===== config.mk =====
export PLATFORM = sky130hd
export DESIGN_NAME = decoder_scan_ctrl
export DESIGN_NICKNAME = d
export VERILOG_FILES = /design/src/rtl/decoder_scan_pkg.sv /design/src/rtl/decoder_scan_next_ch.sv /design/src/rtl/decoder_scan_ctrl.sv
export SDC_FILE = /design/constraint.sdc
export NUM_CORES = 1
export LEC_CHECK = 0
export ABC_AREA = 1
export CORE_UTILIZATION = 35
export CTS_CLUSTER_SIZE = 10
export DETAILED_ROUTE_END_ITERATION = 10
export GPL_ROUTABILITY_DRIVEN = 0
export PLACE_DENSITY = 0.53
export SLEW_MARGIN = 20
export SYNTH_ARGS = -nofsm -noshare
export SYNTH_HDL_FRONTEND = slang
export SYNTH_SLANG_ARGS = --single-unit

===== constraint.sdc =====
create_clock -name clk -period 3.3 [get_ports clk]
set_clock_uncertainty 0.15 [all_clocks]
set_input_delay 0.495 -clock clk [delete_from_list [all_inputs] [get_ports clk]]
set_output_delay 0.495 -clock clk [all_outputs]
set_load 0.01 [all_outputs]

===== src/rtl/decoder_scan_pkg.sv =====
// Shared constants and state encoding for the decoder scan controller.
// Channel count, select width and FSM state type used by all scan files.
package decoder_scan_pkg;
   localparam int NUM_CH = 4;
   localparam int SEL_W  = 2;

   typedef enum logic [1:0] {
      IDLE  = 2'd0,
      BLANK = 2'd1,
      DRIVE = 2'd2
   } scan_state_t;
endpackage


===== src/rtl/decoder_scan_next_ch.sv =====
// Combinational circular priority picker: next enabled channel after cur,
// or the lowest enabled channel when starting from idle; wrap flags index roll-over.
module decoder_scan_next_ch
   import decoder_scan_pkg::*;
(
   input  logic [SEL_W-1:0]  cur,
   input  logic [NUM_CH-1:0] ch_mask,
   input  logic              from_idle,
   output logic [SEL_W-1:0]  nxt,
   output logic              wrap
);

   logic [SEL_W-1:0] start_s;
   logic             found_s;

   // Circular first-hit search starting just after cur (or at channel 0)
   always_comb begin
      logic [SEL_W-1:0] cand_v;
      logic             hit_v;
      start_s = from_idle ? {SEL_W{1'b0}} : (cur + SEL_W'(1));
      nxt     = cur;
      found_s = 1'b0;
      cand_v  = {SEL_W{1'b0}};
      hit_v   = 1'b0;
      for (int i = 0; i < NUM_CH; i++) begin
         cand_v  = start_s + SEL_W'(i);
         hit_v   = ch_mask[cand_v] & ~found_s;
         nxt     = hit_v ? cand_v : nxt;
         found_s = found_s | hit_v;
      end
      wrap = ~from_idle & found_s & (nxt <= cur);
   end

endmodule


===== src/rtl/decoder_scan_ctrl.sv =====
// Round-robin scan sequencer driving A1/A0/E of a 2-to-4 decoder with blank and dwell phases.
// Optional macro DECODER_SCAN_HOLD_EN adds a hold input that freezes the sequencer.
module decoder_scan_ctrl
   import decoder_scan_pkg::*;
#(
   parameter int DWELL_CYCLES = 8,
   parameter int BLANK_CYCLES = 2,
   parameter int CNT_W        = 8
) (
   input  logic              clk,
   input  logic              rst_n,
   input  logic              run,
   input  logic [NUM_CH-1:0] ch_mask,
`ifdef DECODER_SCAN_HOLD_EN
   input  logic              hold,
`endif
   output logic              a1,
   output logic              a0,
   output logic              e,
   output logic              busy,
   output logic              frame_done
);

   localparam logic [CNT_W-1:0] DWELL_LAST = CNT_W'(DWELL_CYCLES - 1);
   localparam logic [CNT_W-1:0] BLANK_LAST = CNT_W'((BLANK_CYCLES > 0) ? (BLANK_CYCLES - 1) : 0);
   // With no blank phase a new channel is entered directly in DRIVE
   localparam scan_state_t      ENTRY_ST   = (BLANK_CYCLES > 0) ? BLANK : DRIVE;

   scan_state_t      state_r, state_nxt_s;
   logic [CNT_W-1:0] cnt_r, cnt_nxt_s;
   logic [SEL_W-1:0] sel_r, sel_nxt_s;
   logic             e_r, busy_r, frame_done_r, frame_done_nxt_s;
   logic [SEL_W-1:0] pick_sel_s;
   logic             pick_wrap_s;
   logic             hold_s;

`ifdef DECODER_SCAN_HOLD_EN
   assign hold_s = hold;
`else
   assign hold_s = 1'b0;
`endif

   decoder_scan_next_ch u_next_ch (
      .cur       (sel_r),
      .ch_mask   (ch_mask),
      .from_idle (state_r == IDLE),
      .nxt       (pick_sel_s),
      .wrap      (pick_wrap_s)
   );

   // Next-state, phase counter, select and frame pulse computation
   always_comb begin
      state_nxt_s      = state_r;
      cnt_nxt_s        = cnt_r;
      sel_nxt_s        = sel_r;
      frame_done_nxt_s = 1'b0;
      if (hold_s) begin
         frame_done_nxt_s = frame_done_r;
      end else begin
         case (state_r)
            IDLE: begin
               cnt_nxt_s = {CNT_W{1'b0}};
               if (run && (ch_mask != {NUM_CH{1'b0}})) begin
                  sel_nxt_s   = pick_sel_s;
                  state_nxt_s = ENTRY_ST;
               end else begin
                  state_nxt_s = IDLE;
               end
            end
            BLANK: begin
               if (cnt_r == BLANK_LAST) begin
                  state_nxt_s = DRIVE;
                  cnt_nxt_s   = {CNT_W{1'b0}};
               end else begin
                  cnt_nxt_s   = cnt_r + CNT_W'(1);
               end
            end
            DRIVE: begin
               if (cnt_r == DWELL_LAST) begin
                  cnt_nxt_s = {CNT_W{1'b0}};
                  // Run and mask only matter at the channel boundary
                  if (!run || (ch_mask == {NUM_CH{1'b0}})) begin
                     state_nxt_s = IDLE;
                  end else begin
                     sel_nxt_s        = pick_sel_s;
                     state_nxt_s      = ENTRY_ST;
                     frame_done_nxt_s = pick_wrap_s;
                  end
               end else begin
                  cnt_nxt_s = cnt_r + CNT_W'(1);
               end
            end
            default: begin
               state_nxt_s = IDLE;
               cnt_nxt_s   = {CNT_W{1'b0}};
            end
         endcase
      end
   end

   // State and output registers; e and busy follow the next state so they align with it
   always_ff @(posedge clk) begin
      if (!rst_n) begin
         state_r      <= IDLE;
         cnt_r        <= {CNT_W{1'b0}};
         sel_r        <= {SEL_W{1'b0}};
         e_r          <= 1'b1;
         busy_r       <= 1'b0;
         frame_done_r <= 1'b0;
      end else begin
         state_r      <= state_nxt_s;
         cnt_r        <= cnt_nxt_s;
         sel_r        <= sel_nxt_s;
         e_r          <= (state_nxt_s != DRIVE);
         busy_r       <= (state_nxt_s != IDLE);
         frame_done_r <= frame_done_nxt_s;
      end
   end

   assign a1         = sel_r[1];
   assign a0         = sel_r[0];
   assign e          = e_r;
   assign busy       = busy_r;
   assign frame_done = frame_done_r;

endmodule


## Yosys cells after proc, flatten, opt, wreduce, memory -nomap -nowiden

Index checks and enable logic that the tools add are counted.

- Register bits: 15
- Output and inout bits: 5

- Bitwise logic cells: 15
- Order comparisons: 5
- Equality and inequality tests: 8
- Multiplexer cells: 25
- Add/subtract/negate cells: 5
- Reduce and logical (&&, ||, !) cells: 10

Operators with widths:

| operator | count |
|---|---|
| 2-to-1 mux 2 bit | 10 |
| 2-to-1 mux 8 bit | 2 |
| case mux 8 bit (2 select lines) | 1 |
| less-than comparator 2 x 3 -> 1 bit (second input constant) | 4 |
| adder 8 x 1 -> 8 bit (second input constant) | 1 |
| binary-select mux 1 bit (select 2 bit) | 4 |
| == test 8 x 1 -> 1 bit (second input constant) | 1 |
| == test 8 x 3 -> 1 bit (second input constant) | 1 |
| inequality test 2 bit (second input constant) | 4 |
| inverter 1 bit | 7 |
| 2-to-1 mux 1 bit | 6 |
| case mux 2 bit (3 select lines) | 1 |
| AND 1 bit | 5 |
| adder 2 x 1 -> 2 bit (second input constant) | 2 |
| adder 2 bit (second input constant) | 2 |
| logical NOT 4 bit | 1 |
| case mux 2 bit (2 select lines) | 1 |
| AND reduction 4 bit | 1 |
| nonzero test 2 bit | 2 |
| nonzero test 4 bit | 1 |
| OR reduction 4 bit | 1 |
| bitwise OR 1 bit | 3 |
| == test 2 x 1 -> 1 bit (second input constant) | 1 |
| == test 2 bit (second input constant) | 1 |
| 5 further kinds | 5 |

## Depth between registers and ports, before layout

- Depth after elaboration: 16
- Mapped depth: 20

## Modules after synthesis

From an unflattened synthesis, not the netlist that was laid out.

- Cell total of the unflattened synthesis: 191
- Area, all modules: 1,177.4 um2

Modules (own cells, without submodules):

| module | times used | seq. area each (um2) | area an instance (um2) | cells an instance |
|---|---|---|---|---|
| decoder_scan_ctrl | 1 | 300.3 | 740.7 | 98 |
| decoder_scan_next_ch | 1 | 0.0 | 436.7 | 93 |

## Worst setup path before layout

No wires, ideal clock.

- Kind: reg-to-reg
- Start: reg state_r[0]
- End: reg frame_done_r, in the netlist frame_done
- Arrival: 2.287 ns
- Path slack: 0.785 ns
- Library setup time: 0.078 ns
- Period minus slack after synthesis: 2.515 ns
- Cell stages (with the launch flop): 19
- Path buffers: 0
- Path through: dfxtp_1 -> inv_1 -> ha_1 -> nor2_1 -> inv_2 -> nand3_4 -> nand2_4 -> nor2_4 -> nand2_2 -> nand2_1 -> nand3_1 -> nand2_1 -> inv_1 -> ha_1 -> inv_1 -> nor2_1 -> o21ai_0 -> nand4_1 -> nor3_1

- Word-level cells in the longest chain between the ends: 15
- Elaborated cells on any way between the ends: 33

RTL lines:

| element | line | text |
|---|---|---|
| start, declared | decoder_scan_ctrl.sv:29 | `scan_state_t state_r, state_nxt_s;` |
| start signal, assigned | decoder_scan_ctrl.sv:111 | `state_r <= state_nxt_s;` |
| logical NOT 2 bit * | decoder_scan_ctrl.sv:46 | `.from_idle (state_r == IDLE),` |
| 2-to-1 mux 2 bit * | decoder_scan_next_ch.sv:20 | `start_s = from_idle ? {SEL_W{1'b0}} : (cur + SEL_W'(1));` |
| adder 2 x 1 -> 2 bit / binary-select mux 1 bit (select 2 bit) (equally long branches) | decoder_scan_next_ch.sv:26, decoder_scan_next_ch.sv:27 |  |
| binary-select mux 1 bit (select 2 bit) / 2-to-1 mux 1 bit (equally long branches) | decoder_scan_next_ch.sv:27 | `hit_v = ch_mask[cand_v] & ~found_s;` |
| 2-to-1 mux 1 bit (not written as such) / inverter 1 bit (equally long branches) | decoder_scan_next_ch.sv:27 |  |
| AND 1 bit | decoder_scan_next_ch.sv:27 |  |
| bitwise OR 1 bit | decoder_scan_next_ch.sv:29 | `found_s = found_s \| hit_v;` |
| inverter 1 bit | decoder_scan_next_ch.sv:27 |  |
| AND 1 bit | decoder_scan_next_ch.sv:27 |  |
| bitwise OR 1 bit | decoder_scan_next_ch.sv:29 |  |
| inverter 1 bit | decoder_scan_next_ch.sv:27 |  |
| AND 1 bit | decoder_scan_next_ch.sv:27 |  |
| 2-to-1 mux 2 bit * | decoder_scan_next_ch.sv:28 | `nxt = hit_v ? cand_v : nxt;` |
| via pick_sel_s[1] | decoder_scan_ctrl.sv:33 | `logic [SEL_W-1:0] pick_sel_s;` |
| less-or-equal comparator 2 bit * | decoder_scan_next_ch.sv:31 | `wrap = ~from_idle & found_s & (nxt <= cur);` |
| AND 1 bit * | decoder_scan_next_ch.sv:31 |  |
| end signal, assigned | decoder_scan_ctrl.sv:116 | `frame_done_r <= frame_done_nxt_s;` |
| end, declared | decoder_scan_ctrl.sv:32 | `logic e_r, busy_r, frame_done_r, frame_done_nxt_s;` |

The timed path passes the listed nets; every way through them passes the cells marked *. The select of a mux whose other input is x is not followed.
A chain may end at the register's enable or synchronous reset.

## Worst setup path in the final report

Ends and elaborated chain as after synthesis.

==> flow_metrics.env <==
export IMPL_status="finished, final reports clean"
export IMPL_ys_warn_count=0
export IMPL_fmax_ghz=0.3602
export IMPL_leakage_nw=0.5782
export IMPL_fin_util_pct=44.30
export IMPL_synth_compound_area_share_pct=7.931
export IMPL_yosysSeqAreaShare_pct=27.59
export IMPL_antenna_found_initial=0
export IMPL_vias=1017
export IMPL_grt_pass1_vias=858
export IMPL_root_buffer="clkbuf_4"
export IMPL_cp_required_ns=3.36
export IMPL_postRouteAntennaNets=0
export IMPL_hold_start="cnt_r[0]"
export IMPL_grt_pass1_wl_mm=3.705
export IMPL_drt_wl_total_mm=2.176
export IMPL_startpoint="state_r[0]"
export IMPL_rsz0062_at_grt="no"
export IMPL_yosys_area_top_type="dfxtp_1"
export IMPL_n_fill_cell=314
export IMPL_area_growth_pct=16.09
export IMPL_synthAdderAreaFrac_pct=9.195
export IMPL_synth_top_area_share_pct=27.59
export IMPL_ctsHoldBuffers=0
export IMPL_ir_drop_mv=0.2345
export IMPL_max_cap_viol_count=0
export IMPL_final_nets=196
export IMPL_dieArea_um2=3337
export IMPL_synthSimpleGateAreaFrac_pct=46.09
export IMPL_n_antenna_cell=0
export IMPL_die_w_um=57.77
export IMPL_place_hpwl_mm=1.758
export IMPL_crit_path_start_kind="flop"
export IMPL_htree_num_levels=1
export IMPL_slew_headroom_pct=67.71
export IMPL_cts_tree="yes"
export IMPL_wl_per_cell_um=10.31
export IMPL_endpoint_kind="flop"
export IMPL_timing_setup_tns_ns=0
export IMPL_cts_sinks=15
export IMPL_drv_slew=0
export IMPL_core_um2=2853
export IMPL_syn_area_um2=1089
export IMPL_critPathKind="flop to flop"
export IMPL_synthDistinctLibCells=24
export IMPL_finalCriticalPeriod_ns=2.776
export IMPL_row_count=19
export IMPL_finalCritPeriodShare_pct=84.13
export IMPL_cts_buffer_depth=2
export IMPL_cp_arrival_ns=2.83
export IMPL_setup_viol=0
export IMPL_synth_fp_nets=180
export IMPL_synthCells=165
export IMPL_muxShareOfSynthArea_pct=0
export IMPL_cts_resized=0
export IMPL_grt_use_total_pct=14.47
export IMPL_viasPerCell=4.820
export IMPL_cts_repair_timing_setup_buffer_count=0
export IMPL_hold_viol=0
export IMPL_drive_above_1_share_pct=11.67
export IMPL_synth_seq_cells=15
export IMPL_hold_path_class="flop to flop"
export IMPL_grt_ovfl_total=0
export IMPL_synth_top_family_by_area="simple AND/OR/NAND/NOR gates"
export IMPL_r2r_start="state_r[0]"
export IMPL_grt_max_degree=10
export IMPL_worst_pin_slew_ns=0.4814
export IMPL_port_buffers=11
export IMPL_cts_reportedPaths_clkPinSlew_ns=0.08
export IMPL_synth_area_per_cell_um2=6.597
export IMPL_firstDrtPassIters=4
export IMPL_io_pins=12
export IMPL_cts_buffers=3
export IMPL_chipHeight_um=57.77
export IMPL_pwr_density_cell_nw_per_um2=341.0
export IMPL_clock_latency_ns=0.28
export IMPL_drt_iter0_markers=23
export IMPL_start_util_pct=38.16
export IMPL_cp_max_fo=4
export IMPL_synth_area_top_cells="dfxtp_1 (28%), nand2_1 (14%), ha_1 (9.2%)"
export IMPL_synth_xor_area_share_pct=1.609
export IMPL_route_detailed_drc=0
export IMPL_finalPower_w=0.0004309
[final cells by class]
class	count	area [µm²]	area share [%]
clock buffers	4	26.28	2.079
inverters	22	82.58	6.535
multi-input cells	128	705.7	55.84
flip-flops and latches	15	300.3	23.76
well taps	31	38.79	3.069
repair buffers	11	110.1	8.713
[path summary, 6_finish.rpt]
kind,to,cells past startpoint,slack [ns]
worst max-delay path,frame_done,18,0.52
worst min-delay path,cnt_r[0],1,0.32
worst max register to register,frame_done,18,0.52
worst min register to register,cnt_r[0],1,0.32
[state kept, by name, summed over array words and instances (netlist names)]
| signal | count |
|---|---|
| busy | 1 |
| cnt_r | 8 |
| e | 1 |
| frame_done | 1 |
| sel_r | 2 |
| state_r | 2 |
[metrics by stage]
step	hold slack (ns)	cell area (µm²)	setup slack [ns]	std cells
floorplan	0.2834	1089	0.7849	165
global placement	0.3023	1237	0.4659	207
detailed placement	0.3087	1237	0.4508	207
CTS	0.3268	1264	0.4880	211
global route	0.3498	1264	0.2092	211
finish	0.3219	1264	0.5238	211
[logic make-up after synthesis]
family,after synthesis
DFF,15
and+or+nand+nor,102
buffers and inverters,22
AOI/OAI and AO/OA,16
xor gates and xnor gates,2
adders and majority gates,8
[cell usage in the layout (no fill, tap or decap), drive strengths merged, types with 3 or more instances in the layout]
cell           netlist  routed
ha                   8       8
nor2                26      26
nand3               18      18
clkdlybuf4s50        0      11
dfxtp               15      15
clkbuf               0       4
nand2               48      48
inv                 22      22
a21oi                3       3
nor3                 4       4
o21ai               10      10
[metal layers]
metal / track usage, % / vias up / share of wire, %
met1: 22.80 / 430 / 60
met2: 18.60 / 17 / 35
met4: 4.082 / 0 / 0.92
li1: - / 566 / -
met3: 4.241 / 4 / 4.3
met5: 0 / - / 0
[synth_stat cells]
master    instances
nor2_1           23
and2_1            1
and3_1            2
o21ai_0          10
inv_1            18
nand3_2           2
xor2_1            1
ha_1              8
nand2_2           6
nor2_2            1
nand3_1          14
a21oi_1           3
dfxtp_1          15
a31oi_1           1
nor3b_1           1
inv_2             4
nand2_4           1
xnor2_1           1
nor3_1            4
nand4_1           2
nand3_4           2
nor2_4            2
nand2_1          41
a211oi_1          2
[where the power goes]
group	leakage [nW]	internal [W]	total, W	switching, W
Clock	0.0150	0.0000469	0.000102	0.0000549
Sequential	0.122	0.000185	0.000194	0.00000866
Combinational	0.441	0.0000547	0.000135	0.0000803
Total	0.578	0.000287	0.000431	0.000144
[critical path, stage by stage, from the launching register on]
cell and delay (ns):
dfxtp_1 0.40, inv_1 0.08, ha_1 0.27, nor2_1 0.30, inv_2 0.10, nand3_4 0.12, nand2_4 0.07, nor2_4 0.14
nand2_2 0.07, nand2_1 0.07, nand3_1 0.06, nand2_1 0.08, inv_1 0.05, ha_1 0.28, inv_1 0.05, nor2_1 0.03
o21ai_0 0.14, nand4_1 0.10, nor3_1 0.14
Note: power is estimated with default switching activity, not from simulation.
